### config.mk
export PLATFORM = sky130hd
export DESIGN_NAME = mult_share_arbiter
export DESIGN_NICKNAME = d
export VERILOG_FILES = /design/src/rtl/mult_pkg.sv /design/src/rtl/rr_arbiter2.sv /design/src/rtl/mult_share_arbiter.sv
export SDC_FILE = /design/constraint.sdc
export NUM_CORES = 1
export LEC_CHECK = 0
export ABC_AREA = 1
export BUFFER_PORTS_ARGS = -buffer_cell sky130_fd_sc_hd__buf_2
export CORE_ASPECT_RATIO = 0.6
export CORE_UTILIZATION = 51
export DETAILED_ROUTE_END_ITERATION = 6
export GPL_ROUTABILITY_DRIVEN = 0
export PLACE_DENSITY_LB_ADDON = 0.25
export SLEW_MARGIN = 20
export SYNTH_ARGS = -nofsm -noshare
export SYNTH_HDL_FRONTEND = slang
export SYNTH_SLANG_ARGS = --single-unit
### constraint.sdc
create_clock -name clk -period 2.7 [get_ports clk]
set_input_delay 0.135 -clock clk [delete_from_list [all_inputs] [get_ports clk]]
set_output_delay 0.135 -clock clk [all_outputs]
set_load 0.02 [all_outputs]
### src/rtl/mult_pkg.sv
// Shared definitions for the multiplier-sharing arbiter: FSM encoding,
// requester-ID width and the default multiplier latency.
package mult_pkg;

  localparam logic [1:0] ST_IDLE  = 2'd0;
  localparam logic [1:0] ST_ISSUE = 2'd1;
  localparam logic [1:0] ST_WAIT  = 2'd2;
  localparam logic [1:0] ST_RESP  = 2'd3;

  typedef enum logic [1:0] {
    IDLE  = ST_IDLE,
    ISSUE = ST_ISSUE,
    WAIT  = ST_WAIT,
    RESP  = ST_RESP
  } state_t;

  localparam int ID_W = 1;

  function automatic int default_latency(input int width);
    return width + 1;
  endfunction

endpackage

### src/rtl/rr_arbiter2.sv
// Two-way round-robin grant, combinational from the valids; zero latency.
// Grants only while enabled; last_grant updates on the accepting edge.
module rr_arbiter2
  import mult_pkg::*;
(
  input  logic            clk,
  input  logic            rst,
  input  logic            en,
  input  logic            valid0,
  input  logic            valid1,
  output logic            grant0,
  output logic            grant1,
  output logic [ID_W-1:0] grant_id
);

  logic last_grant;

  // On contention the requester that did not win last time is granted.
  assign grant0   = en & valid0 & (~valid1 | last_grant);
  assign grant1   = en & valid1 & (~valid0 | ~last_grant);
  assign grant_id = ID_W'(grant1);

  always_ff @(posedge clk or negedge rst) begin
    if (!rst) begin
      last_grant <= 1'b1;
    end else if (grant0 | grant1) begin
      last_grant <= grant1;
    end
  end

endmodule

### src/rtl/mult_share_arbiter.sv
// Shares one fixed-latency multiplier between two requesters; accept to rsp is LATENCY+2 cycles.
// Requesters hold valid until ready; responses are single pulses with no backpressure.
module mult_share_arbiter
  import mult_pkg::*;
#(
  parameter int WIDTH   = 4,
  parameter int LATENCY = default_latency(WIDTH)
) (
  input  logic               clk,
  input  logic               rst,
  input  logic               req0_valid,
  input  logic [WIDTH-1:0]   req0_a,
  input  logic [WIDTH-1:0]   req0_b,
  output logic               req0_ready,
  output logic               rsp0_valid,
  output logic [2*WIDTH-1:0] rsp0_product,
  input  logic               req1_valid,
  input  logic [WIDTH-1:0]   req1_a,
  input  logic [WIDTH-1:0]   req1_b,
  output logic               req1_ready,
  output logic               rsp1_valid,
  output logic [2*WIDTH-1:0] rsp1_product,
  output logic               mul_start,
  output logic [WIDTH-1:0]   mul_a,
  output logic [WIDTH-1:0]   mul_b,
  input  logic [2*WIDTH-1:0] mul_product,
  input  logic               mul_done,
  output logic               busy,
  output logic               timing_fault
);

  localparam int             CNT_W    = $clog2(LATENCY + 1);
  localparam logic [CNT_W-1:0] CNT_LAST = CNT_W'(LATENCY);

  state_t             state;
  logic [CNT_W-1:0]   cnt;
  logic [WIDTH-1:0]   op_a;
  logic [WIDTH-1:0]   op_b;
  logic [ID_W-1:0]    id;
  logic [2*WIDTH-1:0] prod;
  logic               grant0;
  logic               grant1;
  logic [ID_W-1:0]    grant_id;
  logic               accept;

  // Gating with rst keeps ready low while reset is asserted.
  rr_arbiter2 u_arb (
    .clk      (clk),
    .rst      (rst),
    .en       ((state == IDLE) & rst),
    .valid0   (req0_valid),
    .valid1   (req1_valid),
    .grant0   (grant0),
    .grant1   (grant1),
    .grant_id (grant_id)
  );

  assign req0_ready   = grant0;
  assign req1_ready   = grant1;
  assign accept       = grant0 | grant1;
  assign mul_a        = op_a;
  assign mul_b        = op_b;
  assign rsp0_product = prod;
  assign rsp1_product = prod;

  always_ff @(posedge clk or negedge rst) begin
    if (!rst) begin
      state        <= IDLE;
      cnt          <= '0;
      op_a         <= '0;
      op_b         <= '0;
      id           <= '0;
      prod         <= '0;
      mul_start    <= 1'b0;
      rsp0_valid   <= 1'b0;
      rsp1_valid   <= 1'b0;
      busy         <= 1'b0;
      timing_fault <= 1'b0;
    end else begin
      if (mul_done && state != WAIT) timing_fault <= 1'b1;
      case (state)
        IDLE: begin
          if (accept) begin
            op_a      <= grant1 ? req1_a : req0_a;
            op_b      <= grant1 ? req1_b : req0_b;
            id        <= grant_id;
            mul_start <= 1'b1;
            busy      <= 1'b1;
            state     <= ISSUE;
          end
        end
        ISSUE: begin
          mul_start <= 1'b0;
          cnt       <= CNT_W'(1);
          state     <= WAIT;
        end
        WAIT: begin
          // Exit time is fixed by the counter alone; done only feeds the fault flag.
          if (cnt == CNT_LAST) begin
            prod       <= mul_product;
            rsp0_valid <= (id == ID_W'(0));
            rsp1_valid <= (id == ID_W'(1));
            if (!mul_done) timing_fault <= 1'b1;
            state      <= RESP;
          end else begin
            cnt <= cnt + CNT_W'(1);
            if (mul_done) timing_fault <= 1'b1;
          end
        end
        RESP: begin
          rsp0_valid <= 1'b0;
          rsp1_valid <= 1'b0;
          busy       <= 1'b0;
          state      <= IDLE;
        end
        default: state <= IDLE;
      endcase
    end
  end

endmodule
Word-level counts from Yosys, hierarchy flattened
Cells that the tools add are included.
{"block": "totals", "regBits": 28, "input_bits": 29}
{"block": "op_classes", "add_sub_neg": 1, "eq_ne": 8, "muxes": 19, "bitwise": 12, "reduce_logical": 13}
{"op": "2-bit AND reduction", "n": 7}
{"op": "1-bit two-way mux", "n": 8}
{"op": "4-bit two-way mux", "n": 2}
{"op": "2-bit != test, second input constant", "n": 4}
{"op": "1-bit case mux with 2 select lines", "n": 4}
{"op": "2-bit case mux with 4 select lines", "n": 1}
{"op": "2-bit nonzero test", "n": 4}
{"op": "3-bit case mux with 2 select lines", "n": 1}
{"op": "1-bit bitwise AND", "n": 5}
{"op": "2-bit equality test, second input constant", "n": 2}
{"op": "2-bit two-way mux", "n": 2}
{"op": "1-bit NOT", "n": 4}
{"op": "3-bit by 1-bit adder with 3-bit output, second input constant", "n": 1}
{"op": "3-bit equality test, second input constant", "n": 1}
{"op": "3-bit two-way mux", "n": 1}
{"op": "1-bit OR", "n": 3}
{"op": "2-bit by 1-bit equality test with 1-bit output, second input constant", "n": 1}
{"op": "2-bit logical NOT", "n": 1}
{"op": "1-bit logical AND", "n": 1}

Longest topological paths before layout
Gate-level depths: netlist of run 1.
{"block": "logic_depth", "ltp_word": 7, "depth_mapped": 9, "mapped_depth_nobuf": 9}

By module
From an unflattened synthesis of run 1, not the netlist that was laid out.
{"block": "unflattened", "cells_unflattened": 191, "area_unflattened_um2": 1457.6}
{"module": "mult_share_arbiter", "n_inst": 1, "cells_each": 179, "area_each_um2": 1385.1, "seq_area_each_um2": 675.6}
{"module": "rr_arbiter2", "n_inst": 1, "cells_each": 12, "area_each_um2": 72.6, "seq_area_each_um2": 26.3}

Worst setup path before layout of run 1
OpenSTA, ideal clock, no wires.
{"block": "synth_timing", "path_kind": "flip-flop to output port", "start": "register state[0]", "end": "output port req0_ready", "arrival_time_ps": 1246, "t_required_ps": 2565, "slack_ps": 1319, "stages_incl_launch_ff": 7, "path_buffers": 0, "cell_sequence": "dfrtp_1 -> inv_1 -> ha_1 -> nand2_1 -> inv_1 -> nand2_1 -> a21oi_1"}
{"block": "synth_between", "elab_chain_len": 4}
{"item": "start, declared", "line": "mult_share_arbiter.sv:35", "text": "state_t state;"}
{"item": "start signal, assigned", "line": "mult_share_arbiter.sv:68", "text": "state <= IDLE;"}
{"item": "start signal, assigned", "line": "mult_share_arbiter.sv:89", "text": "state <= ISSUE;"}
{"item": "start signal, assigned", "line": "mult_share_arbiter.sv:95", "text": "state <= WAIT;"}
{"item": "2-bit logical NOT", "line": "mult_share_arbiter.sv:50", "text": ".en ((state == IDLE) & rst),"}
{"item": "1-bit bitwise AND", "line": "mult_share_arbiter.sv:50"}
{"item": "1-bit bitwise AND (2 in a row)", "line": "rr_arbiter2.sv:19", "text": "assign grant0 = en & valid0 & (~valid1 | last_grant);"}
{"item": "end, declared", "line": "mult_share_arbiter.sv:14", "text": "output logic req0_ready,"}
No other way between the ends.

Final worst setup path of run 1
{"block": "layout_timing", "start": "input port rst", "end": "output port req1_ready"}
{"block": "layout_between", "elab_chain_len": 3}
{"item": "start, declared", "line": "mult_share_arbiter.sv:10", "text": "input logic rst,"}
{"item": "1-bit bitwise AND", "line": "mult_share_arbiter.sv:50"}
{"item": "1-bit bitwise AND (2 in a row)", "line": "rr_arbiter2.sv:20", "text": "assign grant1 = en & valid1 & (~valid0 | ~last_grant);"}
{"item": "end, declared", "line": "mult_share_arbiter.sv:20", "text": "output logic req1_ready,"}
No other way between the ends.

==> results of run 1 <==
[critical path: cells and delay by family]
family                 cells  cell delay, ns
and+or+nand+nor            2            0.32
buffers and inverters      4            1.30
[flip-flops by register name, indices dropped and copies added (netlist names)]
signal            flops
rsp0_product          8
mul_a                 4
mul_b                 4
cnt                   3
state                 2
busy                  1
id                    1
mul_start             1
rsp0_valid            1
rsp1_valid            1
timing_fault          1
u_arb.last_grant      1
[report_power, final]
group	leakage (nW)	switching, W	total [W]	internal (W)
Clock	0.0357	0.000129	0.000328	0.000199
Combinational	0.666	0.000656	0.00100	0.000346
Sequential	0.324	0.000119	0.000731	0.000612
[cell usage in the layout, fill, tap and decap left out, types with 2 or more instances in the layout]
cell	Yosys	final
o21ai_0	12	12
ha_1	7	7
buf_2	1	59
o22ai_1	2	2
nand2_1	70	70
dfrtp_1	27	27
or2_2	2	2
o21ai_2	3	3
clkbuf_8	0	3
nor2_1	4	4
nand3_1	4	4
a21oi_1	5	5
inv_1	20	20
[cells by family after synthesis]
group | count (synthesis) | share of synthesized area [%]
simple gates | 84 | 24.02
buf+inv | 32 | 11.09
flops | 28 | 49.00
compound gates | 23 | 9.782
fa+ha+maj | 7 | 6.113
[per-layer routing]
| metal | wire length (um) | GRT usage (%) | vias to the layer above |
|---|---|---|---|
| li1 | - | - | 639 |
| met1 | 1273 | 26.96 | 587 |
| met2 | 1553 | 40.00 | 47 |
| met3 | 233 | 6.651 | 4 |
| met4 | 29 | 4.000 | 0 |
| met5 | 0 | 0 | - |
[worst min-delay path by stage]
stage,to,start,slack (ns)
2_1_floorplan,busy$_DFFE_PN0P_,rst,-0.16
3_3_place_gp,mul_a[0]$_DFFE_PN0P_,rst,0.01
3_5_place_dp,mul_a[0]$_DFFE_PN0P_,rst,0.02
4_1_cts,timing_fault$_DFF_PN0_,mul_done,0.05
5_1_grt,timing_fault$_DFF_PN0_,mul_done,0.05
6_report,timing_fault$_DFF_PN0_,mul_done,0.06
[per-stage QoR]
step / instance area, um^2 / setup WS, ns
after global routing: 1777 / 0.5893
after CTS: 1777 / 0.7550
final: 1777 / 0.8051
after detailed placement: 1695 / 0.8579
after floorplan: 1433 / 1.319
after global placement: 1695 / 0.9862
[what timing repair did]
item	CTS	global route
buffers inserted	0	0
hold buffers	1	0
endpoints found under the setup margin	0	0
gates resized for setup	0	0
hold endpoints to repair	10	0
[area by class of cell]
type	instances	area [um^2]	area share (%)
well taps	32	40.04	2.254
clock buffers	3	41.29	2.324
inverters	21	78.83	4.437
repair buffers	61	312.8	17.61
multi-input cells	114	571.8	32.18
flip-flops and latches	28	701.9	39.51
clock inverters	1	30.03	1.690
==> metrics.txt, run 1 <==
outcome=finished clean; setup TNS=0 ns; crit path to=req1_ready; CTS tree=yes; Crit. Startpoint=rst; Ant. Diodes=0; Die Ht=43.06 um; final hold violation count=0; Tcrit/Tclk final=70.18%; synth top area cells=dfrtp_1, nand2_1, ha_1; Mapped Cells=174; Layout fillers=214; R2R Path End=cnt[2]$_DFFE_PN0P_; area grow syn2layout=24.02%; slowest stage delay, CP=0.52 ns; vias in the first global route=1232; Yosys top cell by area=dfrtp_1; core footprint=2575 um^2; FF-to-FF Start=state[0]$_DFFE_PN0P_; latest clock arrival within the worst-skew pair=0.27 ns; H-tree levels=1; Worst Path Required=2.57 ns; placed cell count=255; Slew HR=57.82%; first-pass GRT wire length=5244 um; Synth Warn #=0; crit path max-delay cell type=dlygate4sd3_1; max-cap viol count=0; Post-DRT Antenna Nets=0; worst hold slack=0.05530 ns; Critical Path Source Type=input pin; worst path cell trace=dlygate4sd3_1, buf_2, buf_4, nand3_2, nor2_4, buf_2; EDFF count, synth=0; count leader, synth=nand2_1; worst hold path class=input pin to flip-flop; DIE WIDTH=70.43 um; WS Path Type=input pin to primary output; Avg Cell Area, Syn=8.233 um^2; Least-Margin Pin Slew=0.6309 ns; reg2reg setup slack=0.82 ns; commonest cells in the netlist=nand2_1, dfrtp_1, inv_1, o21ai_0, buf_4; pwr/cell area=1160 nW/um^2; flops & latches, synth=28; Crit. End Element=primary output; Async SR Flop Fraction=100.0%; fmax=527.7 MHz; Critical Path Fanout Max=19; DRC violations left=0; # nets final=265; Final Skew=0.005276 ns; GRT Util Overall=22.27%; grt total ovfl=0; Worst Hold Depth=2; Initial Utilization=55.64%; dominant synthesized flop cell=dfrtp_1; largest net degree at the start of global routing=21; vias per inst=4.912; cells on worst reg2reg path=5; PnR Total Power=0.002061 W; P_leak=1.026 nW; Max Buffers Root-to-Sink=2; port buffer count=59; initial antenna violation count=0; final core occ=69.00%; Synth top area share=47.16%; share of cells above drive strength 1=32.89%; DIE AREA=3032 um^2; drt pass-1 iters=5; cell mode on critical path=buf_2; io pins=60; Worst EP arrival=1.76 ns; fin cells=260; row count=14; endpoints failing setup=0; Sink Count=28; Final Max Tran Viols=0; RSZ-0062 raised after global routing=no; DR vias=1277; Routed WL=3089 um; WL per Instance=11.88 um; Root Driver=clkbuf_8; sequential share of the synthesized area=49.00%; initial DRC count=66; hpwl dp=2272 um; Reg clk slew, reported paths=0.10 ns; Synth Cell Area=1433 um^2; Worst VDD drop=0.0007382 V; post-synthesis cell type count=22; synthesized net count=210; TritonCTS Buffers=3; min Tclk post-route=1.895 ns
Note: power is estimated with default switching activity, not from simulation.
==> run 2: changes to the inputs <==
Settings changed: CORE_UTILIZATION 51 to 42.
Clock period 2.7 ns to 1.6 ns, I/O delays scaled along.
==> run 2 against run 1 <==
- sequential power grew 68%
- critical path type is now flip-flop to primary output
- die area is 21% higher
- count of clock-buffer cells in the layout did not move
- setup slack worse by 0.68 ns
- worst hold slack worse by 0.031 ns
- cell area grew 3.9%
- critical path depth shrank 1
- highest routed layer is now met3
- largest power group unchanged
- first-iteration DRC count is 36% lower
- largest cell class unchanged
- clock skew rose by 0.0012 ns
- register-to-register slack got worse by 0.69 ns
==> metrics.txt, run 2 (synthesis results as in run 1) <==
outcome=finished clean; DR vias=1208; endpoints failing setup=0; WL per Instance=10.16 um; final hold violation count=0; DP Worst Slack=0.08659 ns; fin cells=277; CTS tree=yes; Crit. End Element=primary output; Reg clk slew, reported paths=0.09 ns; max FFs per register=8; DRC violations left=0; Least-Margin Pin Slew=0.3464 ns; Layout fillers=295; Final Max Tran Viols=0; initial antenna violation count=0; vias per inst=4.361; share of cells above drive strength 1=36.21%; crit path max-delay cell type=dfrtp_1; row count=16; Worst Path Buf+Inv=2; pwr/cell area=1928 nW/um^2; Initial Utilization=43.90%; Worst EP arrival=1.39 ns; P_leak=1.043 nW; worst path cell trace=inv_2, ha_4, nand3_2, nor2_4, buf_2; min Tclk post-route=1.472 ns; Critical Path Fanout Max=9; delay-heaviest family, CP=flip-flops; most common cell after layout, fill and taps aside=nand2_1; vias in the first global route=1011; H-tree levels=1; first-pass GRT wire length=4567 um; Critical Path Source Type=flip-flop; Worst VDD drop=0.0008095 V; GRT Util Overall=16.36%; io pins=60; slowest stage delay, CP=0.40 ns; latest clock arrival within the worst-skew pair=0.27 ns; Slew HR=76.84%; WS Path Type=flip-flop to primary output; placed cell count=270; Root Driver=clkbuf_8; Worst Path Required=1.52 ns; port buffer count=59; Sink Count=28; worst hold path class=input pin to flip-flop; Post-DRT Antenna Nets=0; most frequent cells in the layout=nand2_1, buf_2, dfrtp_1; DIE WIDTH=77.40 um; fmax=679.4 MHz; Tcrit/Tclk final=91.99%; initial DRC count=42; Ant. Diodes=0; TritonCTS Buffers=3; worst setup margin=0.1281 ns; grt total ovfl=0; Max Buffers Root-to-Sink=2; Final Skew=0.006507 ns; # nets final=269; max-cap viol count=0; drt pass-1 iters=4; Die Ht=47.24 um; core footprint=3263 um^2; hpwl dp=2083 um; Routed WL=2814 um; largest net degree at the start of global routing=25; Worst Hold Depth=2; DIE AREA=3656 um^2; cells on worst reg2reg path=6; area grow syn2layout=28.82%; Worst path depth=5
==> run 2: worst paths after layout <==
| path | endpoint | startpoint | slack (ns) |
|---|---|---|---|
| worst max-delay path | req1_ready | state[0]$_DFFE_PN0P_ | 0.13 |
| min in group asynchronous | mul_a[0]$_DFFE_PN0P_ | rst | 0.18 |
| max in group asynchronous | u_arb.last_grant$_DFFE_PN1P_ | rst | 0.84 |
| worst max register to register | rsp0_product[0]$_DFFE_PN0P_ | state[0]$_DFFE_PN0P_ | 0.13 |
| worst min-delay path | timing_fault$_DFF_PN0_ | mul_done | 0.02 |
| worst min register to register | mul_b[0]$_DFFE_PN0P_ | mul_b[0]$_DFFE_PN0P_ | 0.48 |
==> run 2: layout make-up <==
type | count | area [um^2] | share of cell area (%)
inverter | 21 | 78.83 | 4.271
multi-input combinational | 114 | 588.1 | 31.86
sequential | 28 | 701.9 | 38.03
timing repair buffer | 65 | 349.1 | 18.92
clock buffer | 3 | 41.29 | 2.237
clock inverter | 1 | 30.03 | 1.627
tap | 45 | 56.30 | 3.051
==> run 2: worst reg2reg max path: stages (launching register included) <==
cell and delay (ns):
dfrtp_1 0.40, inv_2 0.10, ha_1 0.18, nand3_1 0.27, buf_4 0.28, nand2_1 0.05, o21ai_0 0.07
==> run 2: where the power goes <==
group	total, W	switching [W]	leakage (nW)	internal [W]
logic	0.00178	0.00113	0.683	0.000654
clock network	0.000548	0.000213	0.0357	0.000335
registers	0.00123	0.000194	0.324	0.00103
==> run 2: repair_timing <==
action,4_1_cts,5_1_grt
buffers inserted,2,0
pin swaps,0,0
endpoints found under the setup margin,2,4
hold endpoints to repair,27,0
resized for setup,2,6
hold buffers,1,0
==> run 2: per-stage QoR <==
step | hold WS (ns) | TNS (ns) | total power [W] | area, um^2 | util, %
6_report | 0.02455 | 0 | 0.003559 | 1846 | 56.56
3_3_place_gp | -0.07534 | 0 | 0.002917 | 1727 | 52.91
2_1_floorplan | -0.2156 | 0 | 0.002511 | 1433 | -
4_1_cts | 0.02074 | 0 | 0.003531 | 1828 | 56.02
5_1_grt | 0.03130 | -0.008097 | 0.003857 | 1846 | 56.56
3_5_place_dp | -0.07552 | 0 | 0.002926 | 1727 | 52.91
==> run 2: routing by layer <==
| metal | up-vias | global-route usage, % | wire (um) |
|---|---|---|---|
| li1 | 649 | - | - |
| met1 | 526 | 23.10 | 1494 |
| met2 | 33 | 26.37 | 1177 |
| met3 | 0 | 4.272 | 143 |
| met4 | 0 | 2.264 | 0 |
| met5 | - | 0 | 0 |
